`config.mk`:
```
export PLATFORM = sky130hd
export DESIGN_NAME = accum_sequencer
export DESIGN_NICKNAME = d
export VERILOG_FILES = /design/src/rtl/accum_sequencer.sv
export SDC_FILE = /design/constraint.sdc
export NUM_CORES = 1
export LEC_CHECK = 0
export BUFFER_PORTS_ARGS = -buffer_cell sky130_fd_sc_hd__buf_2
export CORE_MARGIN = 1.5
export CORE_UTILIZATION = 54
export CTS_BUF_LIST = sky130_fd_sc_hd__clkbuf_2
export DETAILED_ROUTE_END_ITERATION = 10
export PLACE_DENSITY = 0.88
export SLEW_MARGIN = 5
export SYNTH_ARGS = -nofsm -noshare
export SYNTH_HDL_FRONTEND = slang
export SYNTH_SLANG_ARGS = --single-unit
```
`constraint.sdc`:
```
create_clock -name clk -period 5.45 [get_ports clk]
set_input_delay 0.8175 -clock clk [delete_from_list [all_inputs] [get_ports clk]]
set_output_delay 0.8175 -clock clk [all_outputs]
set_load 0.03 [all_outputs]
```
`src/rtl/accum_sequencer.sv`:
```
// Job sequencer that drives an external load/clear register as a saturating
// accumulator: one CLEAR per job, then one saturated add per accepted operand.
module accum_sequencer #(
    parameter int WIDTH = 16,
    parameter int CNT_W = 4
) (
    input  logic             clk,
    input  logic             clr,
    input  logic             start,
    input  logic [CNT_W-1:0] count,
    input  logic             in_valid,
    input  logic [WIDTH-1:0] in_data,
    output logic             in_ready,
    input  logic [WIDTH-1:0] acc_q,
    output logic             reg_clr,
    output logic             reg_ld,
    output logic [WIDTH-1:0] reg_d,
    output logic             busy,
    output logic             done,
    output logic             ovf
);

    typedef enum logic [1:0] {
        S_IDLE  = 2'd0,
        S_CLEAR = 2'd1,
        S_ACCUM = 2'd2,
        S_DONE  = 2'd3
    } state_t;

    localparam logic [WIDTH-1:0] MAX_POS = {1'b0, {(WIDTH-1){1'b1}}};
    localparam logic [WIDTH-1:0] MAX_NEG = {1'b1, {(WIDTH-1){1'b0}}};

    state_t           r_state;
    logic [CNT_W-1:0] r_remaining;
    logic             r_ovf;

    logic [WIDTH:0]   w_sum;
    logic             w_pos_sat;
    logic             w_neg_sat;
    logic             w_sat;
    logic [WIDTH-1:0] w_sat_sum;
    logic             w_in_accum;
    logic             w_accept;

    // One guard bit is enough: the two top bits disagree exactly on overflow.
    assign w_sum     = {acc_q[WIDTH-1], acc_q} + {in_data[WIDTH-1], in_data};
    assign w_pos_sat = ~w_sum[WIDTH] &  w_sum[WIDTH-1];
    assign w_neg_sat =  w_sum[WIDTH] & ~w_sum[WIDTH-1];
    assign w_sat     = w_pos_sat | w_neg_sat;
    assign w_sat_sum = w_pos_sat ? MAX_POS :
                       w_neg_sat ? MAX_NEG : w_sum[WIDTH-1:0];

    // Control outputs decode straight from the state flop so an async reset
    // drops them immediately, without waiting for an edge.
    assign w_in_accum = (r_state == S_ACCUM);
    assign w_accept   = w_in_accum & in_valid;

    assign in_ready = w_in_accum;
    assign reg_clr  = (r_state == S_CLEAR);
    assign reg_ld   = w_accept;
    assign reg_d    = w_in_accum ? w_sat_sum : '0;
    assign busy     = (r_state != S_IDLE);
    assign done     = (r_state == S_DONE);
    assign ovf      = r_ovf;

    always_ff @(posedge clk or posedge clr) begin
        if (clr) begin
            r_state     <= S_IDLE;
            r_remaining <= '0;
            r_ovf       <= 1'b0;
        end else begin
            case (r_state)
                S_IDLE: begin
                    if (start) begin
                        r_state     <= S_CLEAR;
                        r_remaining <= count;
                        r_ovf       <= 1'b0;
                    end
                end
                S_CLEAR: begin
                    r_state <= (r_remaining != '0) ? S_ACCUM : S_DONE;
                end
                S_ACCUM: begin
                    if (w_accept) begin
                        r_remaining <= r_remaining - CNT_W'(1);
                        if (w_sat)
                            r_ovf <= 1'b1;
                        if (r_remaining == CNT_W'(1))
                            r_state <= S_DONE;
                    end
                end
                S_DONE: begin
                    r_state <= S_IDLE;
                end
                default: begin
                    r_state <= S_IDLE;
                end
            endcase
        end
    end

endmodule

```
# --- After elaboration in Yosys (flattened, before gate mapping) ---
# Index checks and enable logic that the tools add are counted.
classes:
  n_bitwise: 6
  shifts: 0
  mux: 15
  n_reduce_logical: 7
  add_sub_neg: 2
  n_div: 0
  n_lt_le_gt_ge: 0
  multipliers: 0
  n_eq_ne: 8
ops:
  columns: ["operator", "count"]
  rows:
  - ["two-way mux 16 bit", 3]
  - ["adder 16 x 16 -> 17 bit", 1]
  - ["two-way mux 4 bit", 2]
  - ["one-hot mux 2 bit (4 select lines)", 1]
  - ["one-hot mux 4 bit (2 select lines)", 1]
  - ["two-way mux 2 bit", 3]
  - ["!= test 2 bit, second input constant", 3]
  - ["AND reduction 3 bit", 2]
  - ["== test 2 bit, second input constant", 2]
  - ["== test 4 x 1 -> 1 bit, second input constant", 1]
  - ["two-way mux 1 bit", 4]
  - ["AND reduction 4 bit", 1]
  - ["nonzero test 2 bit", 2]
  - ["nonzero test 4 bit", 1]
  - ["subtractor 4 x 1 -> 4 bit, second input constant", 1]
  - ["bitwise AND 1 bit", 3]
  - ["== test 2 x 1 -> 1 bit, second input constant", 1]
  - ["logical NOT 2 bit", 1]
  - ["!= test 2 x 1 -> 1 bit, second input constant", 1]
  - ["inverter 1 bit", 2]
  - ["one-hot mux 1 bit (2 select lines)", 1]
  - ["OR 1 bit", 1]
totals:
  inputBits: 40
  out_inout_bits: 22
  mem_bits_ro: 0
  ram_bits: 0
  mem_count: 0
  latch_bits: 0
  register_bits: 7
  wordCells: 41

# --- Longest topological paths before layout ---
# Gate-level depths: netlist of the first run.
depth:
  depth_word: 7
  mapped_depth: 14
  depth_no_buf: 13

# --- Worst setup path after synthesis of the first run ---
# OpenSTA, ideal clock, no wires.
synth_path:
  path_kind: "input to output"
  start: "input in_data[0]"
  end: "output reg_d[11]"
  required_ns: 4.633
  n_path_buf: 1
  stages: 11
  arrival_ns: 3.575
  slack_ns: 1.057
  path_cell_list: "ha_1 inv_1 fa_1 nand2b_1 a21oi_2 o21ai_1 a31o_2 ha_1 nand2b_1 clkbuf_1 o31ai_1"
synth_via:
  elab_chain_cells: 6
  word_cells_on_any_way: 8
  classes_between: "add/sub (1); mux (3); bitwise (4)"
synth_lines:
  columns: ["element", "line_no", "text"]
  rows:
  - ["from (decl)", "12", "input logic [WIDTH-1:0] in_data,"]
  - ["adder 16 x 16 -> 17 bit (*)", "46", "assign w_sum = {acc_q[WIDTH-1], acc_q} + {in_data[WIDTH-1], in_data};"]
  - ["inverter 1 bit", "48", "assign w_neg_sat = w_sum[WIDTH] & ~w_sum[WIDTH-1];"]
  - ["bitwise AND 1 bit", "48", null]
  - ["two-way mux 16 bit", "51", "w_neg_sat ? MAX_NEG : w_sum[WIDTH-1:0];"]
  - ["two-way mux 16 bit (*)", "50", "assign w_sat_sum = w_pos_sat ? MAX_POS :"]
  - ["two-way mux 16 bit (*)", "61", "assign reg_d = w_in_accum ? w_sat_sum : '0;"]
  - ["to (decl)", "17", "output logic [WIDTH-1:0] reg_d,"]
# Every way passes the cells marked *; elsewhere a longest branch is shown, timed or not.

# --- Worst setup path after layout of the first run ---
layout_path:
  start: "input in_data[0]"
  end: "output reg_d[14]"
# Same word-level chain as after synthesis.

==> results.yml, run 1 <==
timing:
  final-setup-viol-count: 0
  fmax_mhz: 216
  hold_viol: 0
  rsz0062_at_grt: "no"
  max-slew-margin-rel_pct: 65.8
  max_slew.worst_pin.slew_ns: 0.511
  timing.setup.tns_ns: 0
  fin_crit_sh_pct: 85.1
  slew_violations: 0
  final.min_clock_period_ns: 4.64
  clock_skew_ns: 0.00334
flow_run:
  cap_violations: 0
finish:
  syn_to_final_growth_pct: 20.5
  drive_above_1_share_pct: 27.9
  final_cells: 303
  multiInputGateArea_um2: 1230
  insertedDiodeCount: 0
  fillers: 266
  seq_area_um2: 175
  layout.nets: 338
floorplan:
  rows: 19
  io_pins: 62
  core_um2: 2710
  start_util_pct: 56.5
  dieArea_um2: 3160
  fp.dieH_um: 56.2
  die_w_um: 56.2
routing:
  vias_per_cell: 5.93
  via_count: 1796
  drc_errors: 0
  routed_wl_mm: 3.83
  wl_per_cell_um: 12.6
  dr.pass1.iters: 4
  dr.first_iter.drc_count: 95
  ant_nets: 0
clocking:
  post-cts-setup-buffer-count: 0
  cts_buffer_depth: 2
  cts_sinks: 7
  clk_latency_ns: 0.24
  root_buffer: "clkbuf_2"
  cts_hold_buf: 0
  numCtsBuffers: 3
  cts_tree: "yes"
  cts.repair.resized: 0
  h-tree-depth: 1
  clk_pin_slew_ns: 0.08
grt:
  grt_pass1_wl_mm: 6.43
  grt_pass1_vias: 1567
  antenna_found_initial: 0
  grt_use_total_pct: 24.5
  grt_max_degree: 15
  overflow: 0
synthesis:
  async_flop_share_pct: 100
  ys_ff_latch: 7
  synth_edf_count: 0
  yosys_warnings: 0
  ys_types: 49
  ys_dominant_reg_cell: "dfrtp_1"
  ys_seq_area_share_pct: 11.4
  synth_nets: 280
  synthCells: 215
  synthesis.area_um2: 1530
  syn_avg_cell_area_um2: 7.12
critical_path:
  crit_type: "in2out"
  crit_fanout: 9
  critPathArrivalTime_ns: 3.82
  critPathLaunchType: "input port"
  critPathCaptureType: "output port"
  cp.required_ns: 4.63
place:
  place_congestion: 0.929
  dp.cells: 299
  portBuffers: 61
  dp_hpwl_mm: 3.12
power:
  max-vdd-ir-drop_uv: 394
  power.density_nw_per_um2: 377
  total_leakage_power_nw: 0.933
worst_hold_path:
  hold_class: "in2async"
status:
  status: "finished, final reports clean"
[report_power, final]
group / switching (mW) / leakage (nW) / internal [mW]
clock: 0.0210 / 0.0166 / 0.0195
combinational: 0.362 / 0.834 / 0.184
sequential: 0.0281 / 0.0817 / 0.0803
total: 0.411 / 0.933 / 0.284
[critical path, cell delays in order]
cell and delay [ns]:
buf_2 0.08, ha_1 0.19, inv_1 0.07, fa_1 0.38, nand2b_1 0.20, a21oi_2 0.22
o21ai_1 0.19, a31o_2 0.30, ha_1 0.25, nand2b_1 0.29, nor2_1 0.22, o211ai_1 0.12
a31o_1 0.19, o211ai_1 0.08, buf_2 0.22
[layer usage]
layer	up-vias	GRT usage [%]	wire [µm]
met5	-	0	0
met4	0	5.10	17
met3	4	3.95	268
met2	70	41.8	1840
met1	821	32.4	1710
li1	901	-	-
[registers in the layout, summed over array words and instances (netlist names)]
register     count
r_remaining      4
ovf              1
r_state          2
[worst paths after layout]
check                                 from              to  slack, ns  cells past startpoint
worst max-delay path            in_data[0]       reg_d[14]       0.81                     15
worst min-delay path                   clr      r_state[1]       0.50                      2
worst max register to register  r_state[0]  r_remaining[2]       3.32                      7
worst min register to register         ovf             ovf       0.53                      1
max in group asynchronous              clr  r_remaining[2]       4.72                      2
min in group clk                       ovf             ovf       0.53                      1
[stage by stage]
step                setup slack, ns  hold slack, ns  utilization (%)  total power, mW  cell area (µm²)
global route                  0.647           0.505             68.1            0.758             1840
CTS                           0.861           0.495             68.1            0.695             1840
floorplan                      1.06           0.507                -            0.526             1530
global placement              0.962           0.496             67.3            0.642             1820
detailed placement            0.859           0.515             67.3            0.651             1820
finish                        0.814           0.500             68.1            0.695             1840
[cell type report]
cell class              count  share of cell area, %
multi-input cells         180                   66.7
clock buffers               4                   1.09
repair buffers             61                   16.6
flip-flops and latches      7                   9.50
well taps                  31                   2.10
inverters                  20                   4.07
[Yosys cell counts, drive strengths merged, types with 3 or more instances]
| cell type | number | area (µm²) |
|---|---|---|
| nand4 | 4 | 25.0 |
| a31oi | 5 | 31.3 |
| nand2 | 14 | 55.1 |
| xor2 | 5 | 43.8 |
| dfrtp | 7 | 175 |
| buf | 4 | 35.0 |
| o21a | 4 | 30.0 |
| clkbuf | 4 | 15.0 |
| a21boi | 3 | 22.5 |
| nor3 | 6 | 30.0 |
| nand3 | 6 | 30.0 |
| inv | 20 | 75.1 |
| a21oi | 24 | 131 |
| ha | 24 | 300 |
| nor2 | 24 | 90.1 |
| nand2b | 4 | 25.0 |
| o211ai | 8 | 65.1 |
| o21ai | 21 | 105 |
[layout by cell type (no fill, tap or decap), types with 5 or more instances in the layout]
cell,synthesis,final
dfrtp_1,7,7
o21ai_1,6,6
o21ai_0,15,15
o211ai_1,7,7
ha_1,24,24
nor2_1,24,24
a21oi_1,21,21
nor3_1,6,6
buf_2,1,61
inv_1,18,18
a31oi_1,5,5
nand3_1,6,6
xor2_1,5,5
nand2_1,13,13
[cell families after synthesis]
family / Yosys count / synth area share [%]
flip-flops: 7 / 11.4
adder cells (fa/ha/maj): 25 / 20.9
AO/OA/AOI/OAI: 83 / 35.5
buffers and inverters: 28 / 8.18
AND/OR/NAND/NOR: 64 / 19.3
XOR/XNOR: 7 / 4.01
multiplexers: 1 / 0.654
Power figures use the tool's default switching activity.
==> inputs of run 2 (changes only) <==
CORE_UTILIZATION = 45   (was 54)
CTS_BUF_LIST = unset   (was sky130_fd_sc_hd__clkbuf_2)
PLACE_DENSITY = 0.75   (was 0.88)
==> run 2 against run 1 <==
Compared with the run above:
- final area up 1.2%
- largest cell class unchanged
- cell count is 4.3% higher
- clock skew shrank 0.0023 ns
- setup slack better by 0.0096 ns
- routed wire length is 2.0% lower
- sequential cell count did not move
==> results.yml, run 2 (synthesis results as in run 1) <==
status:
  status: "finished, final reports clean"
power:
  power.density_nw_per_um2: 375
  max-vdd-ir-drop_uv: 224
  power.total_uw: 701
  total_leakage_power_nw: 0.931
place:
  pre_cts_ws_ns: 0.837
  dpl-instance-area_um2: 1840
  place_congestion: 0.908
  dp_hpwl_mm: 3.09
  portBuffers: 61
flow_run:
  cap_violations: 0
floorplan:
  rows: 20
  dieArea_um2: 3760
  die_w_um: 61.3
  core_um2: 3150
  fp.dieH_um: 61.3
  start_util_pct: 48.5
  io_pins: 62
finish:
  insertedDiodeCount: 0
  regMostFlops: "r_remaining"
  fin_area_um2: 1870
  largest_register_ffs: 4
  syn_to_final_growth_pct: 22.0
  drive_above_1_share_pct: 27.6
  layout_common_cells: "61 x buf_2, 24 x nor2_1, 24 x ha_1"
  mostFrequentLayoutCell: "buf_2"
  layout.nets: 338
critical_path:
  rr_worst_depth: 7
  critPathLaunchType: "input port"
  crit_type: "in2out"
  cp.required_ns: 4.63
  crit_family: "compound AO/OA/AOI/OAI gates"
  crit_path_top_delay_cell: "fa_1"
  cp.depth: 15
  crit_fanout: 9
  crit_chain: "buf_2 -> ha_1 -> inv_1 -> fa_1 -> nand2b_1 -> a21oi_2 -> o21ai_1 -> a31o_2 -> ha_1 -> nand2b_1 -> nor2_1 -> o211ai_1 -> a31o_1 -> o211ai_1 -> buf_2"
  path_buf_inv: 3
  critPathArrivalTime_ns: 3.81
  critPathCaptureType: "output port"
  max_stage_delay_ns: 0.37
clocking:
  cts_buffer_depth: 2
  root_buffer: "clkbuf_4"
  h-tree-depth: 1
  cts_hold_buf: 0
  cts_sinks: 7
  cts_tree: "yes"
  numCtsBuffers: 3
  post-cts-setup-buffer-count: 0
  clk_pin_slew_ns: 0.05
  cts.repair.resized: 0
  clk_latency_ns: 0.25
grt:
  grt_use_total_pct: 20.5
  grt_pass1_vias: 1481
  antenna_found_initial: 0
  grt_max_degree: 15
  overflow: 0
  grt_pass1_wl_mm: 6.02
routing:
  via_count: 1768
  dr.pass1.iters: 4
  vias_per_cell: 5.59
  ant_nets: 0
  wl_per_cell_um: 11.9
  dr.first_iter.drc_count: 93
  drc_errors: 0
  routed_wl_mm: 3.75
timing:
  clock_skew_ns: 0.00106
  rsz0062_at_grt: "no"
  fin_crit_sh_pct: 84.9
  final-setup-viol-count: 0
  timing.setup.tns_ns: 0
  slew_violations: 0
  max-slew-margin-rel_pct: 65.8
  whs_ns: 0.488
  fmax_mhz: 216
  max_slew.worst_pin.slew_ns: 0.513
  final.min_clock_period_ns: 4.63
  hold_viol: 0
  finalWorstSetupSlack_ns: 0.824
worst_hold_path:
  hold_class: "in2async"
run 2: cell types whose count changed in the layout (fill, tap and decap cells not counted):
cell	change
clkbuf_4	+3
clkbuf_1	+1
clkbuf_2	-4
run 2: cell type report:
| cell class | instances | area [µm²] |
|---|---|---|
| Inverter | 20 | 75.1 |
| Clock buffer | 4 | 26.3 |
| Timing Repair Buffer | 61 | 305 |
| Sequential cell | 7 | 175 |
| Fill cell | 326 | 1290 |
| Tap cell | 44 | 55.1 |
| Multi-Input combinational cell | 180 | 1230 |
run 2: path summary, 6_finish.rpt:
kind,from,endpoint,slack (ns)
worst min-delay path,clr,ovf,0.49
worst min register to register,ovf,ovf,0.49
max in group asynchronous,clr,r_remaining[0],4.74
min in group clk,ovf,ovf,0.49
worst max register to register,r_state[0],r_remaining[2],3.36
worst max-delay path,in_data[0],reg_d[14],0.82
run 2: per-stage QoR:
| stage | instances | util, % |
|---|---|---|
| CTS | 316 | 59.2 |
| detailed placement | 312 | 58.4 |
| finish | 316 | 59.2 |
| global placement | 312 | 58.4 |
| floorplan | 215 | - |
| global route | 316 | 59.2 |
run 2: layer usage:
layer | track usage (%) | up-vias | share of wire (%) | wire, µm
met3 | 4.62 | 4 | 9.6 | 361
met1 | 28.8 | 786 | 47 | 1780
met5 | 0 | - | 0 | 0
met2 | 32.4 | 81 | 43 | 1600
li1 | - | 897 | - | -
met4 | 3.73 | 0 | 0.37 | 14
run 2: report_power, final:
group / internal, mW / switching (mW)
combinational: 0.184 / 0.361
sequential: 0.0804 / 0.0266
clock: 0.0280 / 0.0202
